**src/rtl/mult_share_arbiter.sv**
```systemverilog
// mult_share_arbiter
//   Shares one 3-stage unsigned fixed-point multiplier between NREQ
//   requesters. One operand pair per cycle is granted into the issue
//   registers. The requester index rides beside the data in a tag pipeline,
//   so each product comes out with the index of the requester that issued it.
//
// Ports
//   CLK        rising-edge clock
//   RST        synchronous active-low reset
//   req_valid  [NREQ]       per-requester request valid
//   req_ready  [NREQ]       per-requester grant (one-hot or zero), combinational
//   req_in1    [NREQ*W1]    operand 1, requester i at [i*W1 +: W1]
//   req_in2    [NREQ*W2]    operand 2, requester i at [i*W2 +: W2]
//   res_valid               single-cycle pulse per product
//   res_id     [IDW]        owner of the product
//   res_data   [WO]         product in WIO.WFO format
//   idle                    no operation in flight
//
// Configuration
//   MULT_ARB_FIXED_PRIO_EN  defined: the lowest asserted index always wins
//                           and there is no grant pointer.
//                           undefined: round-robin starting after the last grant.

// Unsigned fixed-point multiplier with three register stages and no stall:
// input register, full-product register, formatted output register.
// The output keeps the low WIO integer bits and truncates to WFO fraction bits.
module mult_unsigned_pipe_3stages #(
  parameter int WI1 = 1,
  parameter int WF1 = 23,
  parameter int WI2 = 1,
  parameter int WF2 = 23,
  parameter int WIO = 2,
  parameter int WFO = 2
) (
  input  logic                   CLK,
  input  logic [WI1+WF1-1:0]     in1,
  input  logic [WI2+WF2-1:0]     in2,
  output logic [WIO+WFO-1:0]     out
);
  localparam int W1 = WI1 + WF1;
  localparam int W2 = WI2 + WF2;
  localparam int WO = WIO + WFO;
  localparam int WP = W1 + W2;
  localparam int PW = WP + WFO;

  logic [W1-1:0] in1_q;
  logic [W2-1:0] in2_q;
  logic [WP-1:0] prod_q, prod_d;
  logic [WO-1:0] out_q, out_d;

  always_comb begin
    prod_d = WP'(in1_q) * WP'(in2_q);
    // Align the product's binary point (WF1+WF2) to the output's (WFO);
    // the cast drops integer bits above WIO.
    out_d  = WO'((PW'(prod_q) << WFO) >> (WF1 + WF2));
  end

  always_ff @(posedge CLK) begin
    in1_q  <= in1;
    in2_q  <= in2;
    prod_q <= prod_d;
    out_q  <= out_d;
  end

  assign out = out_q;
endmodule

module mult_share_arbiter #(
  parameter int NREQ = 4,
  parameter int WI1  = 1,
  parameter int WF1  = 23,
  parameter int WI2  = 1,
  parameter int WF2  = 23,
  parameter int WIO  = 2,
  parameter int WFO  = 2
) (
  input  logic                            CLK,
  input  logic                            RST,
  input  logic [NREQ-1:0]                 req_valid,
  output logic [NREQ-1:0]                 req_ready,
  input  logic [NREQ*(WI1+WF1)-1:0]       req_in1,
  input  logic [NREQ*(WI2+WF2)-1:0]       req_in2,
  output logic                            res_valid,
  output logic [$clog2(NREQ)-1:0]         res_id,
  output logic [WIO+WFO-1:0]              res_data,
  output logic                            idle
);
  localparam int W1  = WI1 + WF1;
  localparam int W2  = WI2 + WF2;
  localparam int IDW = $clog2(NREQ);
  localparam int STAGES = 3;

  logic            grant_v;
  logic [IDW-1:0]  grant_id;
  logic            accept;

  logic            iss_v_q, iss_v_d;
  logic [W1-1:0]   iss_in1_q, iss_in1_d;
  logic [W2-1:0]   iss_in2_q, iss_in2_d;
  logic [IDW-1:0]  iss_id_q, iss_id_d;

  // Tag pipeline, stage STAGES lines up with the multiplier's output register.
  logic [STAGES:1]            tag_v_q, tag_v_d;
  logic [STAGES:1][IDW-1:0]   tag_id_q, tag_id_d;

`ifdef MULT_ARB_FIXED_PRIO_EN
  // Lowest asserted index wins; scanning downwards leaves the lowest last.
  always_comb begin
    grant_v  = 1'b0;
    grant_id = '0;
    for (int i = NREQ - 1; i >= 0; i--) begin
      if (req_valid[i]) begin
        grant_v  = 1'b1;
        grant_id = IDW'(i);
      end
    end
  end
`else
  logic [IDW-1:0] ptr_q, ptr_d;

  // Search ptr+1 .. ptr+NREQ (mod NREQ); scanning offsets from far to near
  // lets the nearest valid requester after ptr overwrite the others.
  always_comb begin
    grant_v  = 1'b0;
    grant_id = '0;
    for (int off = NREQ; off >= 1; off--) begin
      if (req_valid[(int'(ptr_q) + off) % NREQ]) begin
        grant_v  = 1'b1;
        grant_id = IDW'((int'(ptr_q) + off) % NREQ);
      end
    end
  end

  always_comb begin
    ptr_d = ptr_q;
    if (accept) ptr_d = grant_id;
  end

  always_ff @(posedge CLK) begin
    if (!RST) ptr_q <= IDW'(NREQ - 1);
    else      ptr_q <= ptr_d;
  end
`endif

  // No grant is offered while reset is held.
  always_comb begin
    req_ready = '0;
    if (RST && grant_v) req_ready[grant_id] = 1'b1;
  end

  assign accept = RST & grant_v;

  always_comb begin
    iss_v_d   = accept;
    iss_in1_d = iss_in1_q;
    iss_in2_d = iss_in2_q;
    iss_id_d  = iss_id_q;
    if (accept) begin
      iss_in1_d = req_in1[grant_id*W1 +: W1];
      iss_in2_d = req_in2[grant_id*W2 +: W2];
      iss_id_d  = grant_id;
    end
    tag_v_d  = {tag_v_q[STAGES-1:1], iss_v_q};
    tag_id_d = {tag_id_q[STAGES-1:1], iss_id_q};
  end

  // Clearing the valid bits drops anything in flight; the multiplier keeps
  // computing but its products are never flagged.
  always_ff @(posedge CLK) begin
    if (!RST) begin
      iss_v_q   <= 1'b0;
      iss_in1_q <= '0;
      iss_in2_q <= '0;
      iss_id_q  <= '0;
      tag_v_q   <= '0;
      tag_id_q  <= '0;
    end else begin
      iss_v_q   <= iss_v_d;
      iss_in1_q <= iss_in1_d;
      iss_in2_q <= iss_in2_d;
      iss_id_q  <= iss_id_d;
      tag_v_q   <= tag_v_d;
      tag_id_q  <= tag_id_d;
    end
  end

  mult_unsigned_pipe_3stages #(
    .WI1(WI1), .WF1(WF1), .WI2(WI2), .WF2(WF2), .WIO(WIO), .WFO(WFO)
  ) u_mult (
    .CLK (CLK),
    .in1 (iss_in1_q),
    .in2 (iss_in2_q),
    .out (res_data)
  );

  assign res_valid = tag_v_q[STAGES];
  assign res_id    = tag_id_q[STAGES];
  assign idle      = ~iss_v_q & ~(|tag_v_q);
endmodule

```
**config.mk**
```make
export PLATFORM = sky130hd
export DESIGN_NAME = mult_share_arbiter
export DESIGN_NICKNAME = d
export VERILOG_FILES = /design/src/rtl/mult_share_arbiter.sv
export SDC_FILE = /design/constraint.sdc
export NUM_CORES = 1
export LEC_CHECK = 0
export BUFFER_PORTS_ARGS = -buffer_cell sky130_fd_sc_hd__buf_2
export CORE_ASPECT_RATIO = 0.6
export CORE_MARGIN = 5
export CORE_UTILIZATION = 45
export CTS_CLUSTER_SIZE = 25
export DETAILED_ROUTE_END_ITERATION = 12
export GPL_ROUTABILITY_DRIVEN = 1
export PLACE_DENSITY = 0.71
export SLEW_MARGIN = 10
export SYNTH_ARGS = -nofsm -noshare
export SYNTH_HDL_FRONTEND = slang
export SYNTH_HIERARCHICAL = 1
export SYNTH_SLANG_ARGS = --single-unit
export TNS_END_PERCENT = 10
```
**constraint.sdc**
```tcl
create_clock -name CLK -period 5.8 [get_ports CLK]
set_input_delay 1.16 -clock CLK [delete_from_list [all_inputs] [get_ports CLK]]
set_output_delay 1.16 -clock CLK [all_outputs]
set_load 0.005 [all_outputs]
```
==> results of run 1 <==
layer usage:
layer | vias to the layer above | wire [um] | GRT usage, %
li1 | 8307 | - | -
met1 | 9326 | 30840 | 36.82
met2 | 879 | 30040 | 39.38
met3 | 98 | 7311 | 6.853
met4 | 0 | 1069 | 4.325
met5 | - | 0 | 0
report_power, final:
group	internal (mW)	switching, mW
sequential	0.938	0.161
combinational	3.41	4.07
clock	0.635	0.420
kinds of logic (layout without fill, tap and decap cells):
family / after synthesis / in the layout / synth area share [%]
DFF: 118 / 118 / 10.29
muxes: 57 / 57 / 2.486
AOI/OAI and AO/OA: 216 / 216 / 6.127
adders and majority gates: 651 / 651 / 51.22
and+or+nand+nor: 763 / 763 / 17.13
xor gates and xnor gates: 8 / 8 / 0.3053
buffers and inverters: 732 / 1070 / 12.44
state kept, by name, indices dropped and copies added, names as in the netlist:
| name | cells |
|---|---|
| u_mult/prod_q | 4 |
| u_mult/in1_q | 24 |
| tag_v_q | 3 |
| iss_id_q | 2 |
| iss_v_q | 1 |
| ptr_q | 2 |
| u_mult/out | 4 |
| tag_id_d | 4 |
| res_id | 2 |
| iss_in1_q | 24 |
| iss_in2_q | 24 |
| u_mult/in2_q | 24 |
through the flow:
step           setup TNS [ns]  util [%]  power, mW  std cells
2_1_floorplan        -0.02538         -      4.994       2545
4_1_cts               -0.9906     53.80      9.127       3567
5_1_grt                -2.120     54.37      10.56       3576
6_report               -1.355     54.37      9.632       3576
3_3_place_gp           -2.361     51.66      7.380       3516
3_5_place_dp           -2.719     51.66      7.591       3516
path summary, 6_finish.rpt:
kind                  endpoint  slack (ns)  cells past startpoint
max          u_mult/prod_q[44]       -0.37                     22
min              u_mult/out[2]        0.33                      0
max reg2reg  u_mult/prod_q[44]       -0.37                     22
min reg2reg      u_mult/out[2]        0.33                      0
cell usage after synthesis, types with 7 or more instances:
cell and count:
inv_1 588, fa_1 481, nand2_1 363, ha_1 170, clkbuf_1 126, o21ai_1 10, o21ai_0 52, a21o_1 9
o221ai_1 10, nor3_1 8, nor2_1 16, nand4_1 10, buf_2 10, dfxtp_1 118, a21oi_1 24, mux2i_1 57
and2_1 288, a31oi_1 42, nand3_1 12, and4_1 39, o211ai_1 42, a211oi_1 7
layout make-up:
cell class | instances | area (um2) | share of cell area, %
repair buffers | 450 | 3293 | 11.95
flip-flops and latches | 118 | 2464 | 8.939
well taps | 693 | 867.1 | 3.146
clock inverters | 14 | 152.6 | 0.5539
clock buffers | 18 | 429.2 | 1.557
inverters | 588 | 2207 | 8.008
multi-input cells | 1695 | 18150 | 65.85
timing repair:
action                     in CTS  in global routing
resized for setup             108                 69
setup buffers                  19                  9
pin swaps                      26                 46
hold endpoints to repair        0                  0
setup endpoints to repair       4                  4
==> flow_summary.yaml, run 1 <==
status:
  status: "finished, violations left"
  violations: "negative setup slack"
job:
  maxCapViolCount: 0
clock_tree:
  clockRootBuffer: "clkbuf_16"
  clk_latency_ns: 0.43
  postCtsHoldBufs: 0
  cts_sinks: 118
  path_clk_slew_ns: 0.07
  cts_tree: "yes"
  numCtsBuffers: 17
  clockBufferDepth: 2
  htreeDepth: 4
layout:
  post-route-cell-area_um2: 27560
  nets: 3719
  fill_cells: 4547
  n_antenna_cell: 0
  final_cell_mix: "inv_1 (575), fa_1 (462), nand2_1 (359)"
  area_growth_syn_to_layout_pct: 20.06
  mostFrequentLayoutCell: "inv_1"
  drive_gt1_share_pct: 21.37
worst_setup_path:
  r2r_start: "u_mult/in1_q[10]"
  timing.critical_path.from: "u_mult/in1_q[10]"
  crit_fanout: 6
  end_kind: "flop"
  worstSetupPathType: "reg2reg"
  cp-start-kind: "flop"
  worst-path-buf-inv: 7
  cp_common_cell: "fa_1"
  crit_required_ns: 6.11
  slowest_delay_ns: 0.53
  path_cells: "buf_6 -> buf_4 -> and2_1 -> fa_2 -> fa_1 -> inv_2 -> fa_2 -> fa_1 -> inv_1 -> fa_2 -> fa_1 -> inv_1 -> fa_1 -> inv_2 -> ha_4 -> nand4_1 -> nor2_2 -> buf_4 -> and3_4 -> a2111oi_4 -> o211ai_1 -> xor2_1"
  worst_ep_arrival_time_ns: 6.48
  critPathTopFamily: "adder cells"
  crit_slowest_cell: "fa_1"
sta:
  period_minus_slack_ns: 6.174
  rsz0062_at_grt: "true"
  fin_ws_ns: -0.3744
  slew_headroom_pct: 46.55
  tightest_slew_ns: 0.8017
  period_share_pct: 106.5
  fmax_mhz: 162.0
  setup_viol: 4
  finalMaxSlewViolations: 0
  clock-skew-final_ns: 0.01097
  hold_ws_ns: 0.3326
  hold_viol_final: 0
die:
  floorplan.initialDensity_pct: 45.29
  core_area_um2: 50690
  fp-row-count: 64
  pin_count: 210
  die-height_um: 184.9
  dieArea_um2: 55770
  die_w_um: 301.6
drt:
  via_per_inst: 5.204
  drt_iter0_drc: 1641
  drt_wl_total_mm: 69.26
  routed-via-count: 18610
  drc: 0
  dr.pass1.iters: 6
  drtAntennaViolNets: 0
  wire_per_inst_um: 19.37
placement:
  placed_area_um2: 26180
  hpwl_mm: 58.22
  portBuffers: 209
  place_ws_ns: -0.7598
  place_congestion: 0.9559
yosys:
  ys_warn_count: 6
  avgSynthCellArea_um2: 9.019
  synth_top_area_share_pct: 41.95
  async_flop_share_pct: 0
  synth.distinct_cells: 58
  synth_area_um2: 22950
  ys_seq_elements: 118
  synth.area.top_cells: "fa_1 (42%), dfxtp_1 (10%), inv_1 (9.6%)"
  netlist_instances: 2545
  synth_fp_nets: 3394
  synth_edf_count: 0
  yosysSeqAreaShare_pct: 10.29
  synth.largest_area_cell: "fa_1"
  ys.flop_type: "dfxtp_1"
global_routing:
  overflow: 0
  grt_max_degree: 80
  grt_first_pass_wirelength_mm: 111.4
  antenna_found_initial: 0
  first_global_vias: 20340
  grt_util_all_layers_pct: 25.47
hold_path:
  hold_start: "u_mult/prod_q[46]"
  hp-class: "reg2reg"
power:
  ir_worst_vdd_uv: 341.4
  p_per_area_nw_per_um2: 349.5
  p_leak_nw: 13.88
No activity file was read; power rests on OpenSTA's default activity.
==> run 2: changes to the inputs <==
--- a/config.mk
+++ b/config.mk
@@ -5,14 +5,15 @@
 export SDC_FILE = /design/constraint.sdc
 export NUM_CORES = 1
 export LEC_CHECK = 0
+export ABC_AREA = 1
 export BUFFER_PORTS_ARGS = -buffer_cell sky130_fd_sc_hd__buf_2
 export CORE_ASPECT_RATIO = 0.6
 export CORE_MARGIN = 5
-export CORE_UTILIZATION = 45
+export CORE_UTILIZATION = 35
 export CTS_CLUSTER_SIZE = 25
 export DETAILED_ROUTE_END_ITERATION = 12
 export GPL_ROUTABILITY_DRIVEN = 1
-export PLACE_DENSITY = 0.71
+export PLACE_DENSITY = 0.58
 export SLEW_MARGIN = 10
 export SYNTH_ARGS = -nofsm -noshare
 export SYNTH_HDL_FRONTEND = slang
==> run 2 against run 1 <==
The flow now finishes without violations. Register-to-register slack better by 0.54 ns. Synthesized area increased by 5.4%. First-iteration DRC count fell by 10%. Fmax grew 9.5%. Clock skew shrank 0.00062 ns.
==> flow_summary.yaml, run 2 <==
status:
  status: "completed"
die:
  core_area_um2: 68240
  die_w_um: 349.4
  dieArea_um2: 74660
  fp-row-count: 74
  die-height_um: 213.7
  floorplan.initialDensity_pct: 35.46
  pin_count: 210
yosys:
  synth_area_um2: 24200
  ys_seq_elements: 118
  yosys-top-cells-count: "nand2_1 (1030), inv_1 (1000), fa_1 (481)"
  avgSynthCellArea_um2: 7.359
  ys_warn_count: 6
  synth.distinct_cells: 35
  synth_fp_nets: 4137
  synth_edf_count: 0
  async_flop_share_pct: 0
  netlist_instances: 3288
  ys.flop_type: "dfxtp_1"
  yosysSeqAreaShare_pct: 9.763
  synth.most_common_cell: "nand2_1"
  synth.largest_area_cell: "fa_1"
  synth.area.top_cells: "fa_1 (40%), nand2_1 (16%), inv_1 (16%)"
  synth_top_area_share_pct: 39.80
clock_tree:
  cts_sinks: 118
  postCtsHoldBufs: 0
  clockBufferDepth: 2
  htreeDepth: 4
  clockRootBuffer: "clkbuf_16"
  path_clk_slew_ns: 0.07
  numCtsBuffers: 17
  clk_latency_ns: 0.43
  cts_tree: "yes"
layout:
  mostFrequentLayoutCell: "nand2_1"
  drive_gt1_share_pct: 15.85
  nets: 4401
  stdcell_count: 4478
  fill_cells: 6974
  multi_input_area_um2: 17840
  area_growth_syn_to_layout_pct: 19.61
  final_cell_mix: "nand2_1 (1010), inv_1 (983), fa_1 (468)"
  seq_area_um2: 2455
sta:
  period_share_pct: 97.18
  fin_ws_ns: 0.1635
  clock-skew-final_ns: 0.01035
  rsz0062_at_grt: "true"
  hold_ws_ns: 0.3374
  tightest_slew_ns: 0.8696
  slew_headroom_pct: 41.94
  setup_viol: 0
  finalMaxSlewViolations: 0
  fmax_mhz: 177.4
  hold_viol_final: 0
  period_minus_slack_ns: 5.637
hold_path:
  hold_end: "u_mult/in1_q[11]"
  hold_depth: 0
  hold_start: "iss_in1_q[11]"
  hp-class: "reg2reg"
global_routing:
  first_global_vias: 20640
  grt_util_all_layers_pct: 19.27
  grt_first_pass_wirelength_mm: 113.8
  antenna_found_initial: 4
  overflow: 0
  grt_max_degree: 71
drt:
  drtAntennaViolNets: 0
  wl_met3_mm: 7.186
  drt_iter0_drc: 1471
  drt_wl_total_mm: 72.36
  routed-via-count: 20360
  met2_wirelength_mm: 28.71
  wire_per_inst_um: 16.16
  dr.pass1.iters: 5
  drc: 0
  dr.max_layer_used: "met5"
  wl_met1_mm: 35.61
  via_per_inst: 4.547
placement:
  hpwl_mm: 59.42
  portBuffers: 209
  place_congestion: 0.8877
  place_inst: 4411
  place_ws_ns: -0.2105
worst_setup_path:
  r2r_start: "u_mult/in1_q[14]"
  cp-start-kind: "flop"
  worst_ep_arrival_time_ns: 5.96
  r2r_end: "u_mult/prod_q[46]"
  cp_common_cell: "fa_1"
  crit_fanout: 5
  end_kind: "flop"
  slowest_delay_ns: 0.56
  r2r_setup_slack_ns: 0.16
  worstSetupPathType: "reg2reg"
  path_cells: "buf_12 -> buf_12 -> nand2_1 -> fa_1 -> fa_2 -> fa_1 -> inv_2 -> fa_1 -> fa_1 -> fa_1 -> inv_2 -> fa_1 -> inv_2 -> ha_4 -> nand4_1 -> nor2_2 -> nand3_1 -> nor2_1 -> nand2_2 -> nand4_1 -> nand2_1"
  crit_slowest_cell: "fa_1"
  reg2reg_depth: 21
  crit_required_ns: 6.12
job:
  maxCapViolCount: 0
[run 2: changes by cell type after synthesis, sizes merged, moves of 42 or more]
cell,change
a31oi,-42
and2,-289
o21ai,-59
nand3,+169
mux2i,-57
nand2,+670
inv,+416
[run 2: cell type report]
class	count	share of cell area (%)
diodes	1	0.008646
repair buffers	387	10.99
inverters	1004	13.03
clock buffers	18	1.517
well taps	912	3.943
multi-input cells	2024	61.63
clock inverters	14	0.4021
flip-flops and latches	118	8.482
[run 2: how the worst max path moves through the flow]
| stage | startpoint | endpoint | slack (ns) |
|---|---|---|---|
| floorplan | u_mult/in2_q[3] | u_mult/prod_q[46] | 0.25 |
| global placement | u_mult/in1_q[15] | u_mult/prod_q[44] | -0.14 |
| detailed placement | u_mult/in1_q[15] | u_mult/prod_q[47] | -0.21 |
| CTS | u_mult/in1_q[19] | u_mult/prod_q[44] | 0.009 |
| global route | u_mult/in1_q[9] | u_mult/prod_q[44] | -0.07 |
| finish | u_mult/in1_q[14] | u_mult/prod_q[46] | 0.16 |
[run 2: timing repair]
item | 4_1_cts | 5_1_grt
pin swaps | 0 | 77
buffers inserted | 0 | 27
gates resized for setup | 6 | 168
gates cloned | 0 | 7
endpoints found under the setup margin | 4 | 4
[run 2: worst max-delay path: cells and delay by family (launching register included)]
family / cells / cell delay (ns)
buffers and inverters: 5 / 0.43
adder cells (fa/ha/maj): 8 / 3.85
AND/OR/NAND/NOR: 8 / 0.82
flip-flops: 1 / 0.41
[run 2: logic make-up after synthesis]
kind of cell    Yosys count  share of synthesized area, %
buf+inv                1146                         18.12
xor+xnor                  2                       0.07241
simple gates           1323                         22.35
compound gates           48                         1.107
flops                   118                         9.763
fa+ha+maj               651                         48.59
[run 2: stage by stage]
step,utilization [%],TNS [ns],cell area (um2)
detailed placement,40.07,-0.6795,27340
finish,42.41,0,28940
floorplan,-,0,24200
global placement,40.07,-0.4935,27340
CTS,40.90,0,27910
global route,42.41,-0.1859,28940
[run 2: metal layers]
layer	global-route usage, %	vias up
met1	30.10	9814
met2	27.36	717
met4	2.619	6
li1	-	9777
met5	0	-
met3	4.913	49
Power of run 2 is left out: the tool's default activity adds up to more than one toggle a clock period on the data nets, which glitch-free logic cannot reach.
